File: config.mk
export PLATFORM = sky130hd
export DESIGN_NAME = spi_bus_arbiter_flat
export DESIGN_NICKNAME = d
export VERILOG_FILES = /design/src/rtl/spi_bus_arbiter_pkg.sv /design/src/rtl/spi_bus_arbiter_if.sv /design/src/rtl/spi_bus_arbiter_rr_arbiter.sv /design/src/rtl/spi_bus_arbiter.sv /design/src/flat_wrapper.sv
export SDC_FILE = /design/constraint.sdc
export NUM_CORES = 1
export LEC_CHECK = 0
export BUFFER_PORTS_ARGS = -buffer_cell sky130_fd_sc_hd__buf_2
export CORE_MARGIN = 4
export CORE_UTILIZATION = 52
export DETAILED_ROUTE_END_ITERATION = 12
export GPL_TIMING_DRIVEN = 0
export HOLD_SLACK_MARGIN = 0.08
export PLACE_DENSITY = 0.92
export SETUP_SLACK_MARGIN = 0.4
export SYNTH_ARGS = -nofsm -noshare
export SYNTH_HDL_FRONTEND = slang
export SYNTH_SLANG_ARGS = --single-unit
export TNS_END_PERCENT = 10
File: constraint.sdc
create_clock -name clk -period 4.3 [get_ports clk]
set_clock_uncertainty 0.15 [all_clocks]
set_input_delay 0.86 -clock clk [delete_from_list [all_inputs] [get_ports clk]]
set_output_delay 0.86 -clock clk [all_outputs]
set_load 0.02 [all_outputs]
File: src/rtl/spi_bus_arbiter_pkg.sv
`default_nettype none
// ============================================================================
// Module  : spi_bus_arbiter_pkg
// Purpose : Shared types and helpers for the SPI bus arbiter slice.
//           Holds the transfer FSM state encoding, the default word width,
//           a one-hot to index helper and a constant max helper.
// Ports   : none (package)
// Rev     : 1.0  initial release
// ============================================================================
package spi_bus_arbiter_pkg;

  localparam int DEFAULT_DW = 16;

  typedef enum logic [2:0] {
    ST_IDLE  = 3'd0,
    ST_SETUP = 3'd1,
    ST_START = 3'd2,
    ST_WAIT  = 3'd3,
    ST_HOLD  = 3'd4,
    ST_GAP   = 3'd5
  } state_e;

  // OR-reduction of the set bit positions; exact for a one-hot (or zero) vector.
  function automatic logic [2:0] onehot_to_idx(input logic [7:0] oh);
    logic [2:0] idx;
    idx = 3'd0;
    for (int i = 0; i < 8; i++) begin
      if (oh[i]) idx = idx | 3'(i);
    end
    return idx;
  endfunction

  function automatic int max_of(input int a, input int b);
    return (a > b) ? a : b;
  endfunction

endpackage
`default_nettype wire

File: src/rtl/spi_bus_arbiter_if.sv
`default_nettype none
// ============================================================================
// Module  : spi_bus_arbiter_if
// Purpose : Client request/response and SPI engine handshake bundle.
// Ports   : req, req_data           client requests and tx words
//           gnt, rsp_valid, rsp_err,
//           rsp_data, cs_n          client side results / chip selects
//           spi_start, spi_tx       commands to the shift engine
//           spi_done, spi_rx        completion from the shift engine
//           modport master = arbiter side, modport slave = clients/engine
// Rev     : 1.0  initial release
// ============================================================================
interface spi_bus_arbiter_if
  import spi_bus_arbiter_pkg::*;
#(
  parameter int NREQ = 4,
  parameter int DW   = DEFAULT_DW
);
  logic [NREQ-1:0]    req;
  logic [NREQ*DW-1:0] req_data;
  logic [NREQ-1:0]    gnt;
  logic [NREQ-1:0]    rsp_valid;
  logic               rsp_err;
  logic [DW-1:0]      rsp_data;
  logic [NREQ-1:0]    cs_n;
  logic               spi_start;
  logic [DW-1:0]      spi_tx;
  logic               spi_done;
  logic [DW-1:0]      spi_rx;

  modport master (
    input  req, req_data, spi_done, spi_rx,
    output gnt, rsp_valid, rsp_err, rsp_data, cs_n, spi_start, spi_tx
  );

  modport slave (
    output req, req_data, spi_done, spi_rx,
    input  gnt, rsp_valid, rsp_err, rsp_data, cs_n, spi_start, spi_tx
  );
endinterface
`default_nettype wire

File: src/rtl/spi_bus_arbiter_rr_arbiter.sv
`default_nettype none
// ============================================================================
// Module  : rr_arbiter
// Purpose : Combinational round-robin pick: first set request at or after
//           the pointer, wrapping NREQ-1 -> 0.
// Ports   : req_i    request vector
//           ptr_i    round-robin start position
//           valid_o  any request present
//           gnt_o    one-hot pick
//           idx_o    index of the pick
// Rev     : 1.0  initial release
// ============================================================================
module rr_arbiter
  import spi_bus_arbiter_pkg::*;
#(
  parameter  int NREQ = 4,
  localparam int IW   = $clog2(NREQ)
) (
  input  logic [NREQ-1:0] req_i,
  input  logic [IW-1:0]   ptr_i,
  output logic            valid_o,
  output logic [NREQ-1:0] gnt_o,
  output logic [IW-1:0]   idx_o
);

  always_comb begin
    int          slot;
    logic [IW-1:0] slot_idx;
    gnt_o    = '0;
    slot     = 0;
    slot_idx = '0;
    for (int k = 0; k < NREQ; k++) begin
      slot = int'(ptr_i) + k;
      if (slot >= NREQ) slot = slot - NREQ;
      slot_idx = IW'(slot);
      if (gnt_o == '0 && req_i[slot_idx]) gnt_o[slot_idx] = 1'b1;
    end
  end

  assign valid_o = |req_i;
  assign idx_o   = IW'(onehot_to_idx(8'(gnt_o)));

endmodule
`default_nettype wire

File: src/rtl/spi_bus_arbiter.sv
`default_nettype none
// ============================================================================
// Module  : spi_bus_arbiter
// Purpose : Shares one SPI shift engine between NREQ clients. Round-robin
//           grant, per-client active-low chip select, transfer sequence
//           SETUP -> START -> WAIT -> HOLD -> GAP, with a WAIT timeout.
// Ports   : clk    system clock (rising edge)
//           rst_n  asynchronous active-low reset
//           bus    spi_bus_arbiter_if.master (requests, responses, engine)
// Rev     : 1.0  initial release
// ============================================================================
module spi_bus_arbiter
  import spi_bus_arbiter_pkg::*;
#(
  parameter int NREQ     = 4,
  parameter int DW       = DEFAULT_DW,
  parameter int CS_SETUP = 2,
  parameter int CS_HOLD  = 2,
  parameter int GAP      = 1,
  parameter int TIMEOUT  = 1024
) (
  input  logic                  clk,
  input  logic                  rst_n,
  spi_bus_arbiter_if.master     bus
);

  localparam int IW   = $clog2(NREQ);
  localparam int MAXC = max_of(max_of(CS_SETUP, CS_HOLD), max_of(GAP, TIMEOUT));
  localparam int CW   = $clog2(MAXC + 1);

  localparam logic [CW-1:0] SETUP_LAST   = CW'(CS_SETUP - 1);
  localparam logic [CW-1:0] HOLD_LAST    = CW'(CS_HOLD - 1);
  localparam logic [CW-1:0] GAP_LAST     = CW'(GAP - 1);
  localparam logic [CW-1:0] TIMEOUT_LAST = CW'(TIMEOUT - 1);
  localparam logic [IW-1:0] OWNER_LAST   = IW'(NREQ - 1);

  state_e          state_q;
  logic [CW-1:0]   cnt_q;
  logic [IW-1:0]   owner_q;
  logic [IW-1:0]   rr_q;
  logic [NREQ-1:0] gnt_q;
  logic [NREQ-1:0] cs_n_q;
  logic            spi_start_q;
  logic [DW-1:0]   spi_tx_q;
  logic [DW-1:0]   rx_q;
  logic            err_q;
  logic [NREQ-1:0] rsp_valid_q;
  logic            rsp_err_q;
  logic [DW-1:0]   rsp_data_q;

  logic            w_pick_valid;
  logic [NREQ-1:0] w_pick_gnt;
  logic [IW-1:0]   w_pick_idx;

  rr_arbiter #(.NREQ(NREQ)) u_rr (
    .req_i   (bus.req),
    .ptr_i   (rr_q),
    .valid_o (w_pick_valid),
    .gnt_o   (w_pick_gnt),
    .idx_o   (w_pick_idx)
  );

  always_ff @(posedge clk or negedge rst_n) begin
    if (!rst_n) begin
      state_q     <= ST_IDLE;
      cnt_q       <= '0;
      owner_q     <= '0;
      rr_q        <= '0;
      gnt_q       <= '0;
      cs_n_q      <= '1;
      spi_start_q <= 1'b0;
      spi_tx_q    <= '0;
      rx_q        <= '0;
      err_q       <= 1'b0;
      rsp_valid_q <= '0;
      rsp_err_q   <= 1'b0;
      rsp_data_q  <= '0;
    end else begin
      // Pulse outputs default low; set only in the one cycle they apply.
      spi_start_q <= 1'b0;
      rsp_valid_q <= '0;
      case (state_q)
        ST_IDLE: begin
          if (w_pick_valid) begin
            owner_q  <= w_pick_idx;
            gnt_q    <= w_pick_gnt;
            cs_n_q   <= ~w_pick_gnt;
            spi_tx_q <= bus.req_data[w_pick_idx*DW +: DW];
            rx_q     <= '0;
            err_q    <= 1'b0;
            cnt_q    <= '0;
            state_q  <= ST_SETUP;
          end
        end
        ST_SETUP: begin
          if (cnt_q == SETUP_LAST) begin
            cnt_q   <= '0;
            state_q <= ST_START;
          end else begin
            cnt_q <= cnt_q + CW'(1);
          end
        end
        ST_START: begin
          spi_start_q <= 1'b1;
          cnt_q       <= '0;
          state_q     <= ST_WAIT;
        end
        ST_WAIT: begin
          if (bus.spi_done) begin
            rx_q    <= bus.spi_rx;
            cnt_q   <= '0;
            state_q <= ST_HOLD;
          end else if (cnt_q == TIMEOUT_LAST) begin
            err_q   <= 1'b1;
            cnt_q   <= '0;
            state_q <= ST_HOLD;
          end else begin
            cnt_q <= cnt_q + CW'(1);
          end
        end
        ST_HOLD: begin
          if (cnt_q == HOLD_LAST) begin
            gnt_q       <= '0;
            cs_n_q      <= '1;
            rsp_valid_q <= gnt_q;
            rsp_err_q   <= err_q;
            rsp_data_q  <= err_q ? '0 : rx_q;
            rr_q        <= (owner_q == OWNER_LAST) ? '0 : owner_q + IW'(1);
            cnt_q       <= '0;
            state_q     <= ST_GAP;
          end else begin
            cnt_q <= cnt_q + CW'(1);
          end
        end
        ST_GAP: begin
          if (cnt_q == GAP_LAST) begin
            cnt_q   <= '0;
            state_q <= ST_IDLE;
          end else begin
            cnt_q <= cnt_q + CW'(1);
          end
        end
        default: state_q <= ST_IDLE;
      endcase
    end
  end

  assign bus.gnt       = gnt_q;
  assign bus.cs_n      = cs_n_q;
  assign bus.spi_start = spi_start_q;
  assign bus.spi_tx    = spi_tx_q;
  assign bus.rsp_valid = rsp_valid_q;
  assign bus.rsp_err   = rsp_err_q;
  assign bus.rsp_data  = rsp_data_q;

endmodule
`default_nettype wire
File: src/flat_wrapper.sv
// flat-port wrapper written by rule: the top's interface ports become plain ports
module spi_bus_arbiter_flat import spi_bus_arbiter_pkg::*;
#(
  parameter int NREQ     = 4,
  parameter int DW       = DEFAULT_DW,
  parameter int CS_SETUP = 2,
  parameter int CS_HOLD  = 2,
  parameter int GAP      = 1,
  parameter int TIMEOUT  = 1024
)
  (clk, rst_n, bus_req, bus_req_data, bus_spi_done, bus_spi_rx, bus_gnt, bus_rsp_valid, bus_rsp_err, bus_rsp_data, bus_cs_n, bus_spi_start, bus_spi_tx);
  spi_bus_arbiter_if #(.NREQ(NREQ), .DW(DW)) bus_i ();
  input  logic clk;
  input  logic rst_n;
  input wire logic [$bits(bus_i.req)-1:0] bus_req;
  input wire logic [$bits(bus_i.req_data)-1:0] bus_req_data;
  input wire logic [$bits(bus_i.spi_done)-1:0] bus_spi_done;
  input wire logic [$bits(bus_i.spi_rx)-1:0] bus_spi_rx;
  output wire logic [$bits(bus_i.gnt)-1:0] bus_gnt;
  output wire logic [$bits(bus_i.rsp_valid)-1:0] bus_rsp_valid;
  output wire logic [$bits(bus_i.rsp_err)-1:0] bus_rsp_err;
  output wire logic [$bits(bus_i.rsp_data)-1:0] bus_rsp_data;
  output wire logic [$bits(bus_i.cs_n)-1:0] bus_cs_n;
  output wire logic [$bits(bus_i.spi_start)-1:0] bus_spi_start;
  output wire logic [$bits(bus_i.spi_tx)-1:0] bus_spi_tx;
  assign bus_i.req = bus_req;
  assign bus_i.req_data = bus_req_data;
  assign bus_i.spi_done = bus_spi_done;
  assign bus_i.spi_rx = bus_spi_rx;
  assign bus_gnt = bus_i.gnt;
  assign bus_rsp_valid = bus_i.rsp_valid;
  assign bus_rsp_err = bus_i.rsp_err;
  assign bus_rsp_data = bus_i.rsp_data;
  assign bus_cs_n = bus_i.cs_n;
  assign bus_spi_start = bus_i.spi_start;
  assign bus_spi_tx = bus_i.spi_tx;
  spi_bus_arbiter #(.NREQ(NREQ), .DW(DW), .CS_SETUP(CS_SETUP), .CS_HOLD(CS_HOLD), .GAP(GAP), .TIMEOUT(TIMEOUT)) u_core (.clk(clk), .rst_n(rst_n), .bus(bus_i));
endmodule
Yosys cells after proc, flatten, opt, wreduce, memory -nomap -nowiden
Cells that the tools add are included. Widths: inputs -> output; s select.

Order comparisons: 12. Equality and inequality tests: 16. Add/sub/neg operators: 9. Bitwise operators: 4. Shifts and indexed selects: 1. Multiplexer cells: 58. Reductions and logical operators: 24.

Operators by type and width (count): $shiftx 64x7->16 (1); $mux 11 (5); $pmux 11 s5 (1); $mux 16 (3); $mux 4 (10); $pmux 16 s2 (1); $mux 3 (6); $pmux 3 s6 (1); $pmux 4 s2 (2); $mux 2 (7); $mux 1 (13); $logic_not 4->1 (3); $lt 2x3->1 const B (4); $or 4x4->4 (3); $add 11x1->11 const B (1); $eq 11x1->1 const B (1); $eq 11x10->1 const B (1); $logic_not 11->1 (1); $ge 3x3->1 const B (3); $bmux 1 s2 (4); $demux 1 s2 (4); $ge 2x1->1 const B (4); $ne 2x1->1 const B (4); $sub 2x1->2 const B (4); 22 further kinds (37).

Bits in registers: 81. Output and inout bits: 46.

Depth between registers and ports, before layout
Depth after elaboration: 20. Gate-level depth with buffers: 12. Depth with buffers taken out: 10.

Cells and area by module
A second synthesis with hierarchy kept.

Cell total of the unflattened synthesis: 401. Area total of the unflattened synthesis: 4356.7 sq um.

Modules (own cells, without submodules): spi_bus_arbiter (sequential area each 2031.9 sq um, area an instance 3853.7 sq um, cells an instance 350, instances 1); rr_arbiter (sequential area each 0.0 sq um, area an instance 503.0 sq um, cells an instance 51, instances 1).

Worst setup path after synthesis
No wires, ideal clock.

Path type: in2reg. From: in bus_req[3]. To: reg u_core.spi_tx_q[0], in the netlist u_core.bus.spi_tx[0]. Stages on the path: 9. Setup slack: 0.761 ns. Arrival time: 3.241 ns. Setup time: 0.148 ns. Cells stage by stage: mux4_2 -> and2_4 -> or3b_4 -> or4b_4 -> nor2_4 -> nor3_2 -> buf_6 -> o221ai_1 -> o211ai_1.

Cells in the longest elaborated chain, start to end: 16. Elaborated cells on any way between the ends: 27. Classes of those cells: 1 x shift; 15 x mux; 3 x bitwise; 8 x reduce/logical.

Ends and longest elaborated chain: from (decl) (RTL line flat_wrapper.sv:15) `input wire logic [$bits(bus_i.req)-1:0] bus_req;`; $bmux 1 s2 (RTL line spi_bus_arbiter_rr_arbiter.sv:36) `if (gnt_o == '0 && req_i[slot_idx]) gnt_o[slot_idx] = 1'b1;`; $mux 1 (implied by the code) (RTL line spi_bus_arbiter_rr_arbiter.sv:36); $mux 4 (RTL line spi_bus_arbiter_rr_arbiter.sv:36); $logic_not 4->1 (RTL line spi_bus_arbiter_rr_arbiter.sv:36); $logic_and 1x1->1 (RTL line spi_bus_arbiter_rr_arbiter.sv:36); $mux 4 (RTL line spi_bus_arbiter_rr_arbiter.sv:36); $logic_not 4->1 (RTL line spi_bus_arbiter_rr_arbiter.sv:36); $logic_and 1x1->1 (RTL line spi_bus_arbiter_rr_arbiter.sv:36); $mux 4 (RTL line spi_bus_arbiter_rr_arbiter.sv:36); $logic_not 4->1 (RTL line spi_bus_arbiter_rr_arbiter.sv:36); $logic_and 1x1->1 (RTL line spi_bus_arbiter_rr_arbiter.sv:36); $mux 4 (RTL line spi_bus_arbiter_rr_arbiter.sv:36); $mux 1 (RTL line spi_bus_arbiter_pkg.sv:28) `if (oh[i]) idx = idx | 3'(i);`; $mux 2 (2 in series) (RTL line spi_bus_arbiter_pkg.sv:28); $shiftx 64x7->16 (RTL line spi_bus_arbiter.sv:88) `spi_tx_q <= bus.req_data[w_pick_idx*DW +: DW];`; to (signal assigned) (RTL line spi_bus_arbiter.sv:88); to (decl) (RTL line spi_bus_arbiter.sv:44) `logic [DW-1:0] spi_tx_q;`.

Several ways; a longest one is shown, not always the timed one. The select of a mux whose other input is x is not followed. A chain may end at the register's enable or synchronous reset.

Worst setup path in the final report
From: reg u_core.rr_q[0]. To: reg u_core.spi_tx_q[10], in the netlist u_core.bus.spi_tx[10].

Cells in the longest elaborated chain, start to end: 20. Elaborated cells on any way between the ends: 60. Classes of those cells: 7 x add/sub; 12 x order compare; 1 x shift; 27 x mux; 3 x bitwise; 10 x reduce/logical.

Ends and longest elaborated chain: from (decl) (RTL line spi_bus_arbiter.sv:40) `logic [IW-1:0] rr_q;`; from (signal assigned) (RTL line spi_bus_arbiter.sv:128) `rr_q <= (owner_q == OWNER_LAST) ? '0 : owner_q + IW'(1);`; branches (longest 15 deep; another with $add 2x1->3); $mux 4 * (RTL line spi_bus_arbiter_rr_arbiter.sv:36); $mux 1 (RTL line spi_bus_arbiter_pkg.sv:28); $mux 2 (RTL line spi_bus_arbiter_pkg.sv:28); $mux 2 * (RTL line spi_bus_arbiter_pkg.sv:28); $shiftx 64x7->16 * (RTL line spi_bus_arbiter.sv:88).

Mark *: on every way between the ends. The select of a mux whose other input is x is not followed.

==> impl_metrics.env <==
export IMPL_syn_area_um2=4350
export IMPL_holdWs_ps=250
export IMPL_clock_path_buffers=2
export IMPL_seqPwrFrac_pct=27.0
export IMPL_placed_cell_area_um2=5170
export IMPL_ys_seq_elements=81
export IMPL_status="complete, no violations"
export IMPL_root_buffer="clkbuf_8"
export IMPL_routed_wl_mm=11.8
export IMPL_drive_gt1_share_pct=30.3
export IMPL_antenna_found_initial=0
export IMPL_antenna_left=0
export IMPL_via_per_inst=5.75
export IMPL_critPathRequiredTime_ps=4390
export IMPL_power_leakage_nw=2.64
export IMPL_synth_xor_area_share_pct=0
export IMPL_die_w_um=99.4
export IMPL_synth_compound_area_share_pct=20.7
export IMPL_swShare_pct=44.7
export IMPL_dp_hpwl_mm=8.80
export IMPL_drc=0
export IMPL_endpoint_kind="flop"
export IMPL_synthesis_nets=553
export IMPL_rsz0062_at_grt="false"
export IMPL_maxCapViolations=0
export IMPL_finalMaxSlewViolations=0
export IMPL_critPathLaunchType="flop"
export IMPL_yosysWarnings=0
export IMPL_first_iter_violations=220
export IMPL_synthAdderAreaFrac_pct=3.45
export IMPL_syn_area_per_cell_um2=9.57
export IMPL_hold_path_class="in2async"
export IMPL_clkLatencyLatePin_ps=350
export IMPL_layout_nets=701
export IMPL_antenna_cells=0
export IMPL_use_met2_pct=43.1
export IMPL_muxShareOfSynthArea_pct=6.97
export IMPL_fin_crit_sh_pct=87.1
export IMPL_portBuffers=132
export IMPL_grtUsageTotal_pct=24.0
export IMPL_comb_power_share_pct=57.5
export IMPL_fin_crit_ps=3750
export IMPL_postCtsHoldBufs=0
export IMPL_top_usage_layer="met2"
export IMPL_synth_edf_count=0
export IMPL_critPathKind="reg2reg"
export IMPL_synth_seq_area_share_pct=46.7
export IMPL_routedWlPerCell_um=16.6
export IMPL_fmax_ghz=0.267
export IMPL_slew_headroom_pct=42.1
export IMPL_cts_tree="built"
export IMPL_r2r_cells=12
export IMPL_std_cell_rows=33
export IMPL_dr_pass1_iters=5
export IMPL_async_flop_share_pct=100
export IMPL_synth_simple_area_share_pct=18.1
export IMPL_grt_pass1_wl_mm=19.2
export IMPL_h_tree_depth=3
export IMPL_synth_top_family_by_area="compound AO/OA/AOI/OAI gates"
export IMPL_cts_sinks=81
export IMPL_fin_area_um2=5480
export IMPL_ir_worst_vdd_mv=0.526
export IMPL_pwr_share_clk_pct=15.5
export IMPL_crit_fanout=10
export IMPL_grt_pass1_vias=4114
export IMPL_cts_made_buffers=9
export IMPL_gp_congestion=0.925
export IMPL_arrival_ps=3840
export IMPL_path_clk_slew_ps=80
export IMPL_met3_usage_pct=4.56
export IMPL_timing_hold_violations_final=0
export IMPL_ys_flop_type="dfrtp_1"
export IMPL_grt_max_degree=61
export IMPL_powerDensity_nw_per_um2=789
export IMPL_final_common_cell="buf_2"
export IMPL_start_util_pct=53.2
export IMPL_ys_types=57
export IMPL_max_slew_worst_pin_slew_ps=861
export IMPL_fp_dieH_um=99.4
export IMPL_core_area_um2=8180
export IMPL_gr_total_overflow=0
export IMPL_die_area_um2=9890
export IMPL_tns_ps=0
export IMPL_vias=4091
export IMPL_pin_count=133
export IMPL_p_int_w=0.00239
export IMPL_area_growth_pct=26.0
export IMPL_layout_common_cells="132 x buf_2, 81 x nand2_1, 77 x dfrtp_1, 52 x o21ai_0, 27 x nor2_1"
export IMPL_setup_violations=0
export IMPL_synth_cells=454
export IMPL_p_switching_w=0.00193
export IMPL_grt_use_met1_pct=28.2
## cells in the mapped netlist, types with 3 or more instances
cell type | n | area share (%)
nor2_1 | 28 | 2.4
o31ai_1 | 6 | 1.0
dfrtp_1 | 77 | 44
a21oi_1 | 10 | 1.2
o221ai_1 | 16 | 3.2
clkbuf_1 | 19 | 1.6
dfstp_2 | 4 | 2.4
nand2_1 | 81 | 7.0
mux2i_1 | 19 | 4.4
o21a_1 | 4 | 0.69
and3_1 | 5 | 0.72
or4_1 | 3 | 0.52
nor3_1 | 3 | 0.35
mux4_2 | 4 | 2.1
o21ai_1 | 8 | 0.92
ha_1 | 12 | 3.5
a22o_1 | 3 | 0.60
nand3_1 | 6 | 0.69
buf_6 | 4 | 1.0
o21ai_0 | 52 | 6.0
inv_1 | 13 | 1.1
nand2b_1 | 19 | 2.7
a31oi_1 | 3 | 0.43
o211ai_1 | 17 | 2.9
## power groups by stage
| stage | clock network (W) | registers (W) | logic (W) |
|---|---|---|---|
| after CTS | 0.000680 | 0.00116 | 0.00238 |
| after global routing | 0.000720 | 0.00120 | 0.00270 |
| final | 0.000669 | 0.00117 | 0.00248 |
| after detailed placement | 0 | 0.00118 | 0.00235 |
| after floorplan | 0 | 0.00129 | 0.00160 |
| after global placement | 0 | 0.00116 | 0.00225 |
## per-stage QoR
step	total power, W	instances	worst slack (ps)	util (%)
after global routing	0.00462	712	402	67.0
after detailed placement	0.00353	692	308	63.2
after CTS	0.00422	708	410	66.2
after floorplan	0.00289	454	761	-
after global placement	0.00341	691	422	62.9
final	0.00432	712	553	67.0
## final timing paths
kind                                          from                       to  slack, ps
min                                          rst_n   u_core.bus.rsp_data[4]        250
min in group clk           u_core.bus.rsp_data[12]  u_core.bus.rsp_data[12]        340
max in group asynchronous                    rst_n       u_core.bus.cs_n[2]       3110
max reg2reg                         u_core.rr_q[0]    u_core.bus.spi_tx[10]        550
max                                 u_core.rr_q[0]    u_core.bus.spi_tx[10]        550
min reg2reg                u_core.bus.rsp_data[12]  u_core.bus.rsp_data[12]        340
## layout make-up
class,count,area (um^2)
tap,105,131
multi-input combinational,335,2170
clock buffer,10,128
buffer,25,130
sequential,81,2030
fill,630,2700
inverter,13,48.8
timing repair buffer,137,721
clock inverter,6,115
## metal layers
metal | part of all wire (%) | vias to the layer above | wire length, um
met5 | 0 | - | 0
met4 | 2.5 | 0 | 300
met3 | 8.7 | 28 | 1020
met2 | 52 | 224 | 6080
met1 | 37 | 1916 | 4400
li1 | - | 1923 | -
## state kept, by name, summed over array words and instances, names as in the netlist
| name | flops |
|---|---|
| u_core.state_q | 3 |
| u_core.owner_q | 2 |
| u_core.bus.gnt | 4 |
| u_core.err_q | 1 |
| u_core.bus.spi_start | 1 |
| u_core.bus.rsp_data | 16 |
| u_core.cnt_q | 11 |
| u_core.bus.cs_n | 4 |
| u_core.bus.spi_tx | 16 |
| u_core.rx_q | 16 |
| u_core.bus.rsp_err | 1 |
| u_core.rr_q | 2 |
| u_core.bus.rsp_valid | 4 |
## logic make-up (layout without fill, tap and decap cells)
family | after synthesis | in the layout
simple gates | 164 | 164
fa+ha+maj | 12 | 12
compound gates | 134 | 134
flops | 81 | 81
mux | 25 | 25
buf+inv | 38 | 191
## worst max-delay path: stages (launching register included)
cell	delay, ps
dfrtp_1	450
buf_6	180
inv_1	100
ha_1	270
or4_1	620
a21boi_4	260
o21ai_1	110
and3_1	240
or4_1	540
nor2_4	210
clkbuf_4	260
o221ai_1	130
o211ai_1	120
## timing repair
| action | 4_1_cts | 5_1_grt |
|---|---|---|
| gates resized for setup | 1 | 8 |
| pin swaps | 0 | 2 |
| endpoints found under the setup margin | 9 | 19 |
| hold endpoints to repair | 0 | 0 |
| setup buffers | 0 | 4 |
No activity file was read; power rests on OpenSTA's default activity.
